===== config.mk =====
export PLATFORM = sky130hd
export DESIGN_NAME = obi_rr_arbiter
export DESIGN_NICKNAME = d
export VERILOG_FILES = /design/src/rtl/obi_pkg.sv /design/src/rtl/obi_arb_idx_fifo.sv /design/src/rtl/obi_rr_arbiter.sv
export SDC_FILE = /design/constraint.sdc
export NUM_CORES = 1
export LEC_CHECK = 0
export BUFFER_PORTS_ARGS = -buffer_cell sky130_fd_sc_hd__buf_2
export CAP_MARGIN = 20
export CORE_AREA = 2 2 135 137
export DETAILED_ROUTE_END_ITERATION = 8
export DIE_AREA = 0 0 137 139
export PLACE_DENSITY = 0.43
export SYNTH_ARGS = -nofsm -noshare
export SYNTH_HDL_FRONTEND = slang
export SYNTH_SLANG_ARGS = --single-unit

===== constraint.sdc =====
create_clock -name clk_i -period 2.6 [get_ports clk_i]
set_clock_uncertainty 0.2 [all_clocks]
set_input_delay 0.65 -clock clk_i [delete_from_list [all_inputs] [get_ports clk_i]]
set_output_delay 0.65 -clock clk_i [all_outputs]
set_load 0.01 [all_outputs]

===== src/rtl/obi_pkg.sv =====
// obi_pkg: shared OBI bus configuration, channel structs and arbiter helpers.
//   obi_cfg_t           bus feature switches (UseRReady honoured; atop/integrity unsupported)
//   obi_req_t/obi_rsp_t default manager->subordinate / subordinate->manager structs
//   obi_arb_idx_width   width of a manager index (at least 1 bit)
//   obi_arb_state_e     arbiter lock state
package obi_pkg;

  typedef struct packed {
    logic UseRReady;
    logic UseAtop;
    logic Integrity;
  } obi_cfg_t;

  localparam obi_cfg_t ObiDefaultConfig = '{UseRReady: 1'b0, UseAtop: 1'b0, Integrity: 1'b0};

  typedef struct packed {
    logic [31:0] addr;
    logic        we;
    logic [3:0]  be;
    logic [31:0] wdata;
    logic [3:0]  aid;
  } obi_a_chan_t;

  typedef struct packed {
    logic [31:0] rdata;
    logic [3:0]  rid;
    logic        err;
  } obi_r_chan_t;

  typedef struct packed {
    logic        req;
    obi_a_chan_t a;
    logic        rready;
  } obi_req_t;

  typedef struct packed {
    logic        gnt;
    logic        rvalid;
    obi_r_chan_t r;
  } obi_rsp_t;

  function automatic int unsigned obi_arb_idx_width(input int unsigned num_mgr);
    return (num_mgr <= 1) ? 1 : $clog2(num_mgr);
  endfunction

  typedef enum logic {ARB_IDLE, ARB_HOLD} obi_arb_state_e;

endpackage


===== src/rtl/obi_arb_idx_fifo.sv =====
// obi_arb_idx_fifo: in-order FIFO of granted manager indices (no fall-through).
//   i_clk/i_rst   clock, synchronous active-high reset
//   i_push/i_data write an index (ignored when full)
//   i_pop         drop the head entry (ignored when empty)
//   o_full/o_empty/o_head/o_count  registered status and head entry
module obi_arb_idx_fifo #(
  parameter int unsigned Depth = 4,
  parameter int unsigned Width = 1
) (
  input  logic                         i_clk,
  input  logic                         i_rst,
  input  logic                         i_push,
  input  logic [Width-1:0]             i_data,
  input  logic                         i_pop,
  output logic                         o_full,
  output logic                         o_empty,
  output logic [Width-1:0]             o_head,
  output logic [$clog2(Depth+1)-1:0]   o_count
);
  import obi_pkg::*;

  localparam int unsigned CntW = $clog2(Depth + 1);
  localparam int unsigned PtrW = (Depth <= 1) ? 1 : $clog2(Depth);

  logic [Width-1:0] r_mem [Depth];
  logic [PtrW-1:0]  r_wptr;
  logic [PtrW-1:0]  r_rptr;
  logic [CntW-1:0]  r_count;
  logic             w_push;
  logic             w_pop;

  function automatic logic [PtrW-1:0] ptr_inc(input logic [PtrW-1:0] p);
    return (p == PtrW'(Depth - 1)) ? '0 : p + PtrW'(1);
  endfunction

  assign o_full  = (r_count == CntW'(Depth));
  assign o_empty = (r_count == '0);
  assign o_count = r_count;
  assign o_head  = r_mem[r_rptr];
  assign w_push  = i_push & ~o_full;
  assign w_pop   = i_pop & ~o_empty;

  always_ff @(posedge i_clk) begin
    if (i_rst) begin
      r_wptr  <= '0;
      r_rptr  <= '0;
      r_count <= '0;
    end else begin
      if (w_push) r_wptr <= ptr_inc(r_wptr);
      if (w_pop)  r_rptr <= ptr_inc(r_rptr);
      case ({w_push, w_pop})
        2'b10:   r_count <= r_count + CntW'(1);
        2'b01:   r_count <= r_count - CntW'(1);
        default: r_count <= r_count;
      endcase
    end
  end

  always_ff @(posedge i_clk) begin
    if (w_push) r_mem[r_wptr] <= i_data;
  end

`ifndef SYNTHESIS
  a_no_pop_empty: assert property (@(posedge i_clk) disable iff (i_rst) !(i_pop && o_empty))
    else $error("idx fifo popped while empty");
  a_count_bound: assert property (@(posedge i_clk) r_count <= CntW'(Depth))
    else $error("idx fifo count exceeds depth");
`endif

endmodule


===== src/rtl/obi_rr_arbiter.sv =====
// obi_rr_arbiter: round-robin share of one OBI subordinate among NumMgr managers.
//   clk_i/rst_i  clock, synchronous active-high reset
//   mgr_req_i    manager requests          mgr_rsp_o  per-manager gnt/rvalid/r
//   sbr_req_o    request to subordinate    sbr_rsp_i  subordinate gnt/rvalid/r
//   busy_o       transactions outstanding or a request is locked awaiting gnt
// A-channel and R-channel paths are combinational; granted indices are queued so
// responses return to their issuer in order.
module obi_rr_arbiter #(
  parameter obi_pkg::obi_cfg_t ObiCfg = obi_pkg::ObiDefaultConfig,
  parameter type obi_req_t = obi_pkg::obi_req_t,
  parameter type obi_rsp_t = obi_pkg::obi_rsp_t,
  parameter int unsigned NumMgr   = 2,
  parameter int unsigned MaxTrans = 4
) (
  input  logic     clk_i,
  input  logic     rst_i,
  input  obi_req_t mgr_req_i [NumMgr],
  output obi_rsp_t mgr_rsp_o [NumMgr],
  output obi_req_t sbr_req_o,
  input  obi_rsp_t sbr_rsp_i,
  output logic     busy_o
);
  import obi_pkg::*;

  localparam int unsigned IdxW = obi_arb_idx_width(NumMgr);
  localparam int unsigned CntW = $clog2(MaxTrans + 1);

  obi_arb_state_e  r_state;
  obi_arb_state_e  w_state_nxt;
  logic [IdxW-1:0] r_rr_ptr;
  logic [IdxW-1:0] r_lock_idx;
  logic [IdxW-1:0] w_rr_sel;
  logic [IdxW-1:0] w_cand;
  logic            w_rr_hit;
  logic [IdxW-1:0] w_sel;
  logic [IdxW-1:0] w_ptr_nxt;
  logic [IdxW-1:0] w_head;
  logic [CntW-1:0] w_count;
  logic            w_fifo_full;
  logic            w_full;
  logic            w_empty;
  logic            w_sreq;
  logic            w_hs;
  logic            w_rready;
  logic            w_pop;

  // First requester at or after r_rr_ptr, wrapping modulo NumMgr.
  always_comb begin
    w_rr_sel = r_rr_ptr;
    w_rr_hit = 1'b0;
    w_cand   = '0;
    for (int unsigned k = 0; k < NumMgr; k++) begin
      w_cand = IdxW'((32'(r_rr_ptr) + k) % NumMgr);
      if (!w_rr_hit && mgr_req_i[w_cand].req) begin
        w_rr_sel = w_cand;
        w_rr_hit = 1'b1;
      end
    end
  end

  // Full comes from the registered count only, so a same-cycle pop never frees a push slot.
  assign w_full    = (w_count == CntW'(MaxTrans));
  assign w_sel     = (r_state == ARB_HOLD) ? r_lock_idx : w_rr_sel;
  assign w_sreq    = mgr_req_i[w_sel].req & ~w_full & ~rst_i;
  assign w_hs      = w_sreq & sbr_rsp_i.gnt;
  assign w_ptr_nxt = (w_sel == IdxW'(NumMgr - 1)) ? '0 : w_sel + IdxW'(1);
  assign w_rready  = ObiCfg.UseRReady ? mgr_req_i[w_head].rready : 1'b1;
  assign w_pop     = sbr_rsp_i.rvalid & w_rready & ~rst_i;
  assign busy_o    = ~rst_i & ((w_count != '0) | (r_state == ARB_HOLD));

  always_comb begin
    sbr_req_o        = mgr_req_i[w_sel];
    sbr_req_o.req    = w_sreq;
    sbr_req_o.rready = w_rready;
  end

  // Grant goes to the selected manager; rvalid/r only to the FIFO head, dropped when empty.
  always_comb begin
    for (int unsigned m = 0; m < NumMgr; m++) begin
      mgr_rsp_o[m] = '0;
      if (IdxW'(m) == w_sel) begin
        mgr_rsp_o[m].gnt = sbr_rsp_i.gnt & ~w_full & ~rst_i;
      end
      if ((IdxW'(m) == w_head) && !w_empty && !rst_i) begin
        mgr_rsp_o[m].rvalid = sbr_rsp_i.rvalid;
        mgr_rsp_o[m].r      = sbr_rsp_i.r;
      end
    end
  end

  always_comb begin
    w_state_nxt = r_state;
    case (r_state)
      ARB_IDLE: if (w_sreq && !sbr_rsp_i.gnt) w_state_nxt = ARB_HOLD;
      ARB_HOLD: if (w_hs) w_state_nxt = ARB_IDLE;
      default:  w_state_nxt = ARB_IDLE;
    endcase
  end

  always_ff @(posedge clk_i) begin
    if (rst_i) begin
      r_state    <= ARB_IDLE;
      r_rr_ptr   <= '0;
      r_lock_idx <= '0;
    end else begin
      r_state <= w_state_nxt;
      if (w_hs) r_rr_ptr <= w_ptr_nxt;
      if ((r_state == ARB_IDLE) && w_sreq && !sbr_rsp_i.gnt) r_lock_idx <= w_sel;
    end
  end

  obi_arb_idx_fifo #(
    .Depth (MaxTrans),
    .Width (IdxW)
  ) u_idx_fifo (
    .i_clk   (clk_i),
    .i_rst   (rst_i),
    .i_push  (w_hs),
    .i_data  (w_sel),
    .i_pop   (w_pop),
    .o_full  (w_fifo_full),
    .o_empty (w_empty),
    .o_head  (w_head),
    .o_count (w_count)
  );

`ifndef SYNTHESIS
  a_a_stable: assert property (@(posedge clk_i) disable iff (rst_i)
    (sbr_req_o.req && !sbr_rsp_i.gnt) |=> (sbr_req_o.req && $stable(sbr_req_o.a)))
    else $error("A-channel changed before grant");
  a_rvalid_empty: assert property (@(posedge clk_i) disable iff (rst_i)
    !(sbr_rsp_i.rvalid && w_empty))
    else $error("rvalid with no outstanding transaction");
  a_full_flag: assert property (@(posedge clk_i) w_fifo_full == w_full)
    else $error("full flag disagreement");
`endif

endmodule


==> results.toml, run 1 <==
[synth]
ys_seq_area_share_pct = 15.2
synth_area_um2 = 2370
synth_top_flop_cell = "dfxtp_1"
ys_ff_latch = 16
syn_inst = 299
syn_nets = 497
synth-edff-count = 4
synthArstFlopShare_pct = 0
syn_area_per_cell_um2 = 7.94
ys_types = 40
ys_warn_count = 0

[critical_path]
cp.required_ns = 1.75
r2r_slack_ns = 0.27
max_stage_delay_ns = 0.30
crit_chain = "buf_6 > a21boi_4 > o31ai_4 > buf_6 > buf_12 > clkbuf_16 > mux2_4 > buf_6"
end_kind = "output pin"
path_common_cell = "buf_6"
crit_buf_inv = 5
arrival_ns = 2.01
critical_path_peak_fanout = 8
crit_slowest_cell = "mux2_4"
critPathTopFamily = "buffers and inverters"
startpoint_type = "primary input"
critical_path_class = "in2out"

[power_and_ir_drop]
p_clk_share_pct = 13.5
p_switching_w = 0.000779
total_power_w = 0.00222
ir_drop_v = 0.000218
power_density_nw_per_um2 = 333
power.leakage_nw = 3.29
swShare_pct = 35.1
seq_power_share_pct = 13.3
p_int_w = 0.00144
p_comb_share_pct = 73.2

[floorplanning]
pin_count = 345
fp-row-count = 49
core_area_um2 = 17700
fp.dieH_um = 139
fp.dieW_um = 137
die-area_um2 = 19000
start_util_pct = 13.4

[sta]
whs_ns = 0.302
rsz0062_at_grt = "yes"
fmax_mhz = 349
min_period_ns = 2.86
hold_violations = 0
maxSlewViolCount = 0
finalCritPeriodShare_pct = 110
fin_tns_setup_ns = -16.54
setup_slack_ns = -0.265
setup_viol = 95

[global_route]
grt_util_met1_pct = 12.1
grtUsageMet3_pct = 3.69
track_usage_pct = 11.6
antenna_found_initial = 2
grt_pass1_vias = 3312
grt-busiest-layer = "met2"
gr-usage-met2_pct = 22.4
grt_max_degree = 77
grt_pass1_wl_um = 17600
grt_overflow = 0

[layout]
syn_to_final_growth_pct = 181
drive_above_1_share_pct = 84.6
final_nets = 875
final_util_pct = 37.7

[min_path]
hold_path_class = "reg2reg"

[clock_tree]
clock-sinks = 16
clk_latency_ns = 0.25
clockBufferDepth = 2
cts_buffers = 3
cts_max_level = 1
path_clk_slew_ns = 0.05
holdBufCountCts = 0
cts_root_buf = "clkbuf_16"
cts_tree = "yes"

[flow_run]
cap_violations = 0

[place]
port_buffers = 341
hpwl_um = 10000
gp_congestion = 0.798

[routing]
ant_nets = 0
dr.first_iter.drc_count = 54
wire_per_inst_um = 16.8
detail_route.first_pass.iterations = 4
vias_per_cell = 4.18
routed_wl_um = 15300
vias = 3794
drcViolationCount = 0

[run_status]
status = "complete, but fails checks"
violations = "negative setup slack"
==> final timing paths <==
kind	start	to	cells after the start
worst max-delay path	mgr_req_i[149]	sbr_req_o[40]	8
worst min register to register	r_lock_idx$_SDFFE_PP0P_	r_lock_idx$_SDFFE_PP0P_	2
worst min-delay path	r_lock_idx$_SDFFE_PP0P_	r_lock_idx$_SDFFE_PP0P_	2
worst max register to register	u_idx_fifo.o_count[0]$_SDFFE_PP0P_	u_idx_fifo.o_count[2]$_SDFFE_PP0P_	9
==> cell usage after synthesis, types with 2 or more instances <==
library cell | n | area share (%)
mux2_1 | 27 | 13
nand2_1 | 41 | 6.5
buf_2 | 7 | 1.5
nor2b_1 | 2 | 0.53
and2_4 | 2 | 0.74
buf_4 | 4 | 1.3
o31ai_2 | 2 | 1.1
mux2_2 | 46 | 22
a21oi_1 | 6 | 1.3
o21ai_0 | 3 | 0.63
and3_1 | 38 | 10
mux2i_1 | 2 | 0.84
dfxtp_1 | 12 | 10
and3_2 | 4 | 1.3
nand3_1 | 4 | 0.84
inv_1 | 6 | 0.95
edfxtp_1 | 4 | 5.1
nor2_1 | 46 | 7.3
clkbuf_1 | 13 | 2.1
ha_1 | 6 | 3.2
buf_6 | 5 | 2.4
==> power by group through the flow <==
| stage | clock network [W] | logic (W) | registers, W |
|---|---|---|---|
| finish | 0.000300 | 0.00162 | 0.000295 |
| global route | 0.000321 | 0.00172 | 0.000297 |
| CTS | 0.000309 | 0.00127 | 0.000293 |
| detailed placement | 0 | 0.000962 | 0.000298 |
| global placement | 0 | 0.000967 | 0.000298 |
| floorplan | 0 | 0.000495 | 0.000294 |
==> layout by cell type, fill, tap and decap left out, drive strengths merged, types with 2 or more instances in the layout <==
master	count
diode	2
o21ai	3
edfxtp	4
mux2	73
clkbuf	14
dfxtp	12
nand2	41
buf	391
and2	4
inv	6
mux2i	2
nand3	4
nor2	46
nor2b	2
o31ai	3
ha	6
and3	42
a21oi	6
==> kinds of logic (layout without fill, tap and decap cells) <==
kind of cell | Yosys count | count (layout) | synth area share [%]
xor gates and xnor gates | 2 | 2 | 0.738
buffers and inverters | 35 | 412 | 8.12
other | 1 | 3 | 0.158
AOI/OAI and AO/OA | 18 | 18 | 6.22
DFF | 16 | 16 | 15.2
muxes | 76 | 76 | 36.4
and+or+nand+nor | 144 | 144 | 29.2
adders and majority gates | 7 | 7 | 4.01
==> stage by stage <==
stage | instances | cell area [um2] | worst slack, ns
after CTS | 889 | 5410 | -0.270
after detailed placement | 878 | 4590 | -0.303
after global routing | 905 | 6660 | -0.324
after floorplan | 299 | 2400 | 0.0000565
final | 907 | 6660 | -0.265
after global placement | 878 | 4590 | -0.296
==> metal layers <==
layer / vias to the layer above / wire length, um
li1: 1787 / -
met1: 1747 / 5240
met2: 232 / 8190
met3: 28 / 1440
met4: 0 / 378
met5: - / 0
==> area by class of cell <==
class,count,area [um2]
Clock inverter,1,3.75
Multi-Input combinational cell,248,2500
Fill cell,1732,11000
Timing Repair Buffer,402,3410
Tap cell,229,287
Antenna cell,2,5.00
Sequential cell,16,364
Clock buffer,3,75.1
Inverter,6,22.5
==> repair_timing <==
action / 4_1_cts / 5_1_grt
gates resized for setup: 144 / 211
endpoints found under the setup margin: 73 / 130
pin swaps: 1 / 61
buffers inserted: 5 / 2
gates cloned: 2 / 18
hold endpoints to repair: 0 / 0
==> tightest hold or removal path: stages, from the launching register on <==
cell and delay, ns:
dfxtp_1 0.33, nand2_1 0.06, a21oi_1 0.06
(Power assumes the default switching activity.)
==> inputs of run 2 (changes only) <==
--- a/config.mk
+++ b/config.mk
@@ -5,12 +5,13 @@
 export SDC_FILE = /design/constraint.sdc
 export NUM_CORES = 1
 export LEC_CHECK = 0
+export ABC_AREA = 1
 export BUFFER_PORTS_ARGS = -buffer_cell sky130_fd_sc_hd__buf_2
 export CAP_MARGIN = 20
-export CORE_AREA = 2 2 135 137
+export CORE_AREA = 2 2 134 136
 export DETAILED_ROUTE_END_ITERATION = 8
-export DIE_AREA = 0 0 137 139
-export PLACE_DENSITY = 0.43
+export DIE_AREA = 0 0 136 138
+export PLACE_DENSITY = 0.57
 export SYNTH_ARGS = -nofsm -noshare
 export SYNTH_HDL_FRONTEND = slang
 export SYNTH_SLANG_ARGS = --single-unit
==> run 2 against run 1 <==
  * The run now ends clean
  * Count of clock-buffer cells in the layout is 1 higher
  * Design area is 23% lower
  * Sequential share of layout area is 1.6 points higher
  * Sequential power is 2% lower
  * Die area is 1.4% lower
  * Wire length is 15% lower
  * Fmax is 10% higher
  * Critical endpoint is now sbr_req_o[39]
  * Flip-flop and latch count stayed put
  * Total power is 21% lower
==> results.toml, run 2 <==
[power_and_ir_drop]
ir_drop_v = 0.000173
power_density_nw_per_um2 = 342
power.leakage_nw = 3.31

[sta]
hold_violations = 0
rsz0062_at_grt = "yes"
setup_slack_ns = 0.00733
fmax_mhz = 386
min_period_ns = 2.59
fin_tns_setup_ns = 0
whs_ns = 0.294
setup_viol = 0
finalCritPeriodShare_pct = 99.7
maxSlewViolCount = 0

[synth]
synth_top_flop_cell = "dfxtp_1"
yosysMostFrequentCell = "nand2_1"
ys_warn_count = 0
synth_top_area_share_pct = 38.2
syn_nets = 666
synth_commonest_cells = "nand2_1 (239), nor2_1 (81), inv_1 (55)"
syn_inst = 468
ys_seq_area_share_pct = 15.3
ys_types = 26
synthArstFlopShare_pct = 0
synth_top_area_cell = "nand2_1"
synth_area_um2 = 2350
synth-edff-count = 4
yosys-top-cells-area = "nand2_1 (38%), nor2_1 (13%), dfxtp_1 (10%)"
ys_ff_latch = 16
syn_area_per_cell_um2 = 5.02

[routing]
wire_per_inst_um = 12.2
dr.first_iter.drc_count = 126
drcViolationCount = 0
vias_per_cell = 3.75
routed_wl_um = 12900
ant_nets = 0
detail_route.first_pass.iterations = 4
vias = 3953

[layout]
instances_no_fill = 1054
final_util_pct = 29.3
drive_above_1_share_pct = 56.2
syn_to_final_growth_pct = 118
layout_common_cells = "buf_2 (316), nand2_1 (177), nor2_1 (80)"
final_common_cell = "buf_2"
antenna_cells = 0
final_nets = 1024

[place]
hpwl_um = 9510
pre_cts_ws_ns = -0.0839
port_buffers = 341
dp_cells = 1036
gp_congestion = 0.796

[global_route]
grt_pass1_wl_um = 16400
antenna_found_initial = 0
track_usage_pct = 10.5
grt_max_degree = 46
grt_overflow = 0
grt_pass1_vias = 3454

[flow_run]
cap_violations = 0

[run_status]
status = "completed"

[clock_tree]
cts_max_level = 1
holdBufCountCts = 0
clock-sinks = 16
cts_buffers = 3
path_clk_slew_ns = 0.05
cts_tree = "yes"
clockBufferDepth = 2
clk_latency_ns = 0.25
cts_root_buf = "clkbuf_16"

[min_path]
holdPathStages = 2
hold_start = "u_idx_fifo.r_rptr[1]$_SDFFE_PP0P_"
hold_path_class = "reg2reg"

[floorplanning]
fp-row-count = 49
start_util_pct = 13.4
pin_count = 345
fp.dieH_um = 138
fp.dieW_um = 136
die-area_um2 = 18800
core_area_um2 = 17500

[critical_path]
r2r_slack_ns = 0.20
cp.required_ns = 1.75
startpoint_type = "primary input"
reg2reg_from = "r_rr_ptr$_SDFFE_PP0N_"
critical_path_class = "in2out"
end_kind = "output pin"
ff2ff_path_depth = 13
arrival_ns = 1.74
r2r-end = "u_idx_fifo.o_count[2]$_SDFFE_PP0P_"
critical_path_peak_fanout = 8
==> run 2: cell count changes after synthesis, sizes merged, moves of 2 or more <==
cell    before  now
nand4        0    2
a21oi        6   11
buf         16   24
and2         4    0
mux2i        2    0
nor2b        2    0
nand3        4    7
and3        42    0
clkbuf      13    0
nor2        46   89
inv          6   59
o31ai        3    1
nand2       41  244
mux2        73    0
==> run 2: worst max path at each step <==
stage                         from                                 end  slack, ns  depth (start not counted)
global route        mgr_req_i[149]                        sbr_req_o[3]      -0.05                          9
CTS                 mgr_req_i[149]                       sbr_req_o[21]     -0.004                         11
global placement    mgr_req_i[149]  u_idx_fifo.o_count[2]$_SDFFE_PP0P_      -0.05                         13
finish              mgr_req_i[149]                       sbr_req_o[39]      0.007                          9
detailed placement  mgr_req_i[149]  u_idx_fifo.o_count[2]$_SDFFE_PP0P_      -0.08                         13
floorplan           mgr_req_i[149]  u_idx_fifo.o_count[2]$_SDFFE_PP0P_       0.09                         11
==> run 2: kinds of logic (layout without fill, tap and decap cells) <==
family / after synthesis / after routing / share of synthesized area (%)
flip-flops: 16 / 16 / 15.3
other: 1 / 1 / 0.160
AND/OR/NAND/NOR: 343 / 343 / 57.7
adder cells (fa/ha/maj): 7 / 7 / 4.05
buffers and inverters: 83 / 440 / 18.6
AO/OA/AOI/OAI: 18 / 18 / 4.15
==> run 2: layout make-up <==
cell class	instances	area, um2
Tap cell	229	287
Sequential cell	16	360
Fill cell	1957	12400
Clock buffer	4	78.8
Timing Repair inverter	1	8.76
Timing Repair Buffer	376	2410
Inverter	59	236
Multi-Input combinational cell	369	1760
==> run 2: through the flow <==
stage | total power, W | instance area, um2
after floorplan | 0.000766 | 2350
after global placement | 0.00120 | 4370
after detailed placement | 0.00120 | 4370
after global routing | 0.00188 | 5130
after CTS | 0.00151 | 4450
final | 0.00175 | 5130
==> run 2: where the power goes <==
group | switching, W | internal, W
clock network | 0.0000943 | 0.000208
registers | 0.0000154 | 0.000272
logic | 0.000604 | 0.000561
total | 0.000714 | 0.00104
==> run 2: per-layer routing <==
layer | GRT usage [%] | vias to the layer above | wire, um
met5 | 0 | - | 0
met4 | 1.86 | 0 | 71
met3 | 2.16 | 6 | 1190
met2 | 20.0 | 151 | 6580
met1 | 11.9 | 1718 | 5050
li1 | - | 2078 | -
==> run 2: critical path, stage by stage <==
cell and delay [ns]:
buf_8 0.11, a21oi_2 0.16, nand2_4 0.09, nand2_8 0.17
buf_12 0.17, clkbuf_16 0.16, nand2_1 0.05, nand2_1 0.06
buf_2 0.12
==> run 2: what timing repair did <==
| action | in CTS | in global routing |
|---|---|---|
| buffers inserted | 0 | 2 |
| resized for setup | 2 | 114 |
| gates cloned | 0 | 12 |
| endpoints found under the setup margin | 41 | 73 |
| pin swaps | 2 | 30 |
==> inputs of run 3 (changes only) <==
--- a/config.mk
+++ b/config.mk
@@ -8,10 +8,10 @@
 export ABC_AREA = 1
 export BUFFER_PORTS_ARGS = -buffer_cell sky130_fd_sc_hd__buf_2
 export CAP_MARGIN = 20
-export CORE_AREA = 2 2 134 136
+export CORE_AREA = 2 2 135 137
 export DETAILED_ROUTE_END_ITERATION = 8
-export DIE_AREA = 0 0 136 138
-export PLACE_DENSITY = 0.57
+export DIE_AREA = 0 0 137 139
+export PLACE_DENSITY = 0.55
 export SYNTH_ARGS = -nofsm -noshare
 export SYNTH_HDL_FRONTEND = slang
 export SYNTH_SLANG_ARGS = --single-unit
==> constraint.sdc (replaced) <==
create_clock -name clk_i -period 3.2 [get_ports clk_i]
set_clock_uncertainty 0.2 [all_clocks]
set_input_delay 0.8 -clock clk_i [delete_from_list [all_inputs] [get_ports clk_i]]
set_output_delay 0.8 -clock clk_i [all_outputs]
set_load 0.01 [all_outputs]
==> run 3 against run 2 <==
  * Global-route usage is 0.16 points higher
  * Die area is 1.5% higher
  * First-iteration DRC count is 0.79% lower
  * Critical path depth is 2 higher
  * Wire length is 14% lower
  * Clock power is 19% lower
  * Hold slack worse by 0.023 ns
  * Utilization is 5.0 points lower
  * Critical endpoint is now sbr_req_o[64]
==> results.toml, run 3 (synthesis results as in run 2) <==
[run_status]
status = "completed"

[critical_path]
startpoint_type = "primary input"
reg2reg_from = "r_rr_ptr$_SDFFE_PP0N_"
critical_path_peak_fanout = 54
arrival_ns = 2.00
cp.required_ns = 2.20
max_stage_delay_ns = 0.23
r2r-end = "u_idx_fifo.o_count[2]$_SDFFE_PP0P_"
end_kind = "output pin"
crit_slowest_cell = "buf_12"
ff2ff_path_depth = 13
crit_chain = "buf_2 > inv_2 > nand2_1 > nand2_1 > nand2_2 > nand2_4 > inv_2 > buf_12 > nand2_1 > nand2_1 > buf_2"
path_common_cell = "nand2_1"
r2r_slack_ns = 0.71
critical_path_class = "in2out"

[floorplanning]
fp.dieH_um = 139
fp-row-count = 49
core_area_um2 = 17700
die-area_um2 = 19000
start_util_pct = 13.3
fp.dieW_um = 137
pin_count = 345

[clock_tree]
ctsResizeCount = 0
clock-sinks = 16
clockBufferDepth = 2
postCtsSetupBuffers = 0
clk_latency_ns = 0.25
holdBufCountCts = 0
cts_buffers = 3
cts_tree = "yes"
cts_max_level = 1
path_clk_slew_ns = 0.05
cts_root_buf = "clkbuf_16"

[place]
dpl_cell_area_um2 = 4210
port_buffers = 341
pre_cts_ws_ns = 0.151
hpwl_um = 9320
gp_congestion = 0.756

[global_route]
grt_pass1_vias = 3460
track_usage_pct = 10.6
grt_max_degree = 55
grt_pass1_wl_um = 16700
antenna_found_initial = 0
grt_overflow = 0

[sta]
maxSlewViolCount = 0
min_period_ns = 3.00
finalCritPeriodShare_pct = 93.8
rsz0062_at_grt = "no"
hold_violations = 0
fmax_mhz = 333
setup_viol = 0
fin_tns_setup_ns = 0
whs_ns = 0.271
setup_slack_ns = 0.198

[routing]
vias = 3747
vias_per_cell = 3.65
dr.first_iter.drc_count = 125
routed_wl_um = 11000
ant_nets = 0
wl_met2_um = 5750
detail_route.first_pass.iterations = 4
highest_layer = "met4"
drcViolationCount = 0
wl_met3_um = 862
wire_per_inst_um = 10.8
met1Wirelength_um = 4310

[layout]
final_common_cell = "buf_2"
multiInputGateArea_um2 = 1550
syn_to_final_growth_pct = 82.6
nFillCells = 2041
layout_common_cells = "buf_2 (341), nand2_1 (239), nor2_1 (81)"
antenna_cells = 0
seqCellArea_um2 = 360
final_nets = 996
drive_above_1_share_pct = 46.4
fin_area_um2 = 4290

[min_path]
hold_start = "u_idx_fifo.o_count[2]$_SDFFE_PP0P_"
hold_path_class = "reg2reg"
holdPathStages = 1
min_to = "u_idx_fifo.o_count[2]$_SDFFE_PP0P_"

[flow_run]
cap_violations = 0

[power_and_ir_drop]
ir_drop_v = 0.000161
power_density_nw_per_um2 = 272
power.leakage_nw = 2.98
[run 3: cell count changes in the layout (fill, tap and decap cells not counted), sizes merged]
cell,previous run,this run
clkbuf,13,4
clkinv,1,0
buf,367,349
[run 3: routing by layer]
metal  GRT usage (%)  up-vias
li1                -     2019
met1            12.2     1571
met2            20.2      146
met3            1.86       11
met4            2.28        0
met5               0        -
[run 3: report_power, final]
group          internal (W)  switching, W  leakage (nW)  total (W)
logic              0.000288      0.000401          2.81   0.000689
registers          0.000221     0.0000117         0.134   0.000233
clock network      0.000169     0.0000766        0.0382   0.000245
total              0.000678      0.000489          2.98    0.00117
[run 3: area by class of cell]
type                            instances  share of cell area (%)
Clock buffer                            4                    1.84
Sequential cell                        16                    8.40
Tap cell                              229                    6.68
Timing Repair Buffer                  349                    41.8
Multi-Input combinational cell        369                    36.2
Inverter                               59                    5.16
[run 3: worst max-delay path by stage]
stage,cells past startpoint,slack (ns),from,end
after floorplan,11,0.54,mgr_req_i[149],u_idx_fifo.o_count[2]$_SDFFE_PP0P_
after global placement,11,0.18,mgr_req_i[149],sbr_req_o[73]
after detailed placement,13,0.15,mgr_req_i[149],u_idx_fifo.o_count[2]$_SDFFE_PP0P_
after CTS,11,0.17,mgr_req_i[149],sbr_req_o[64]
after global routing,11,0.07,mgr_req_i[149],sbr_req_o[64]
final,11,0.20,mgr_req_i[149],sbr_req_o[64]
[run 3: worst max-delay path: cells and delay by family]
kind | cells | cell delay, ns
buffers and inverters | 5 | 0.64
AND/OR/NAND/NOR | 6 | 0.53
[run 3: stage by stage]
stage	std cells	power (W)	utilization, %
after floorplan	468	0.000622	-
after global placement	1022	0.000931	23.9
after detailed placement	1022	0.000933	23.9
after CTS	1026	0.00118	24.3
after global routing	1026	0.00128	24.3
final	1026	0.00117	24.3
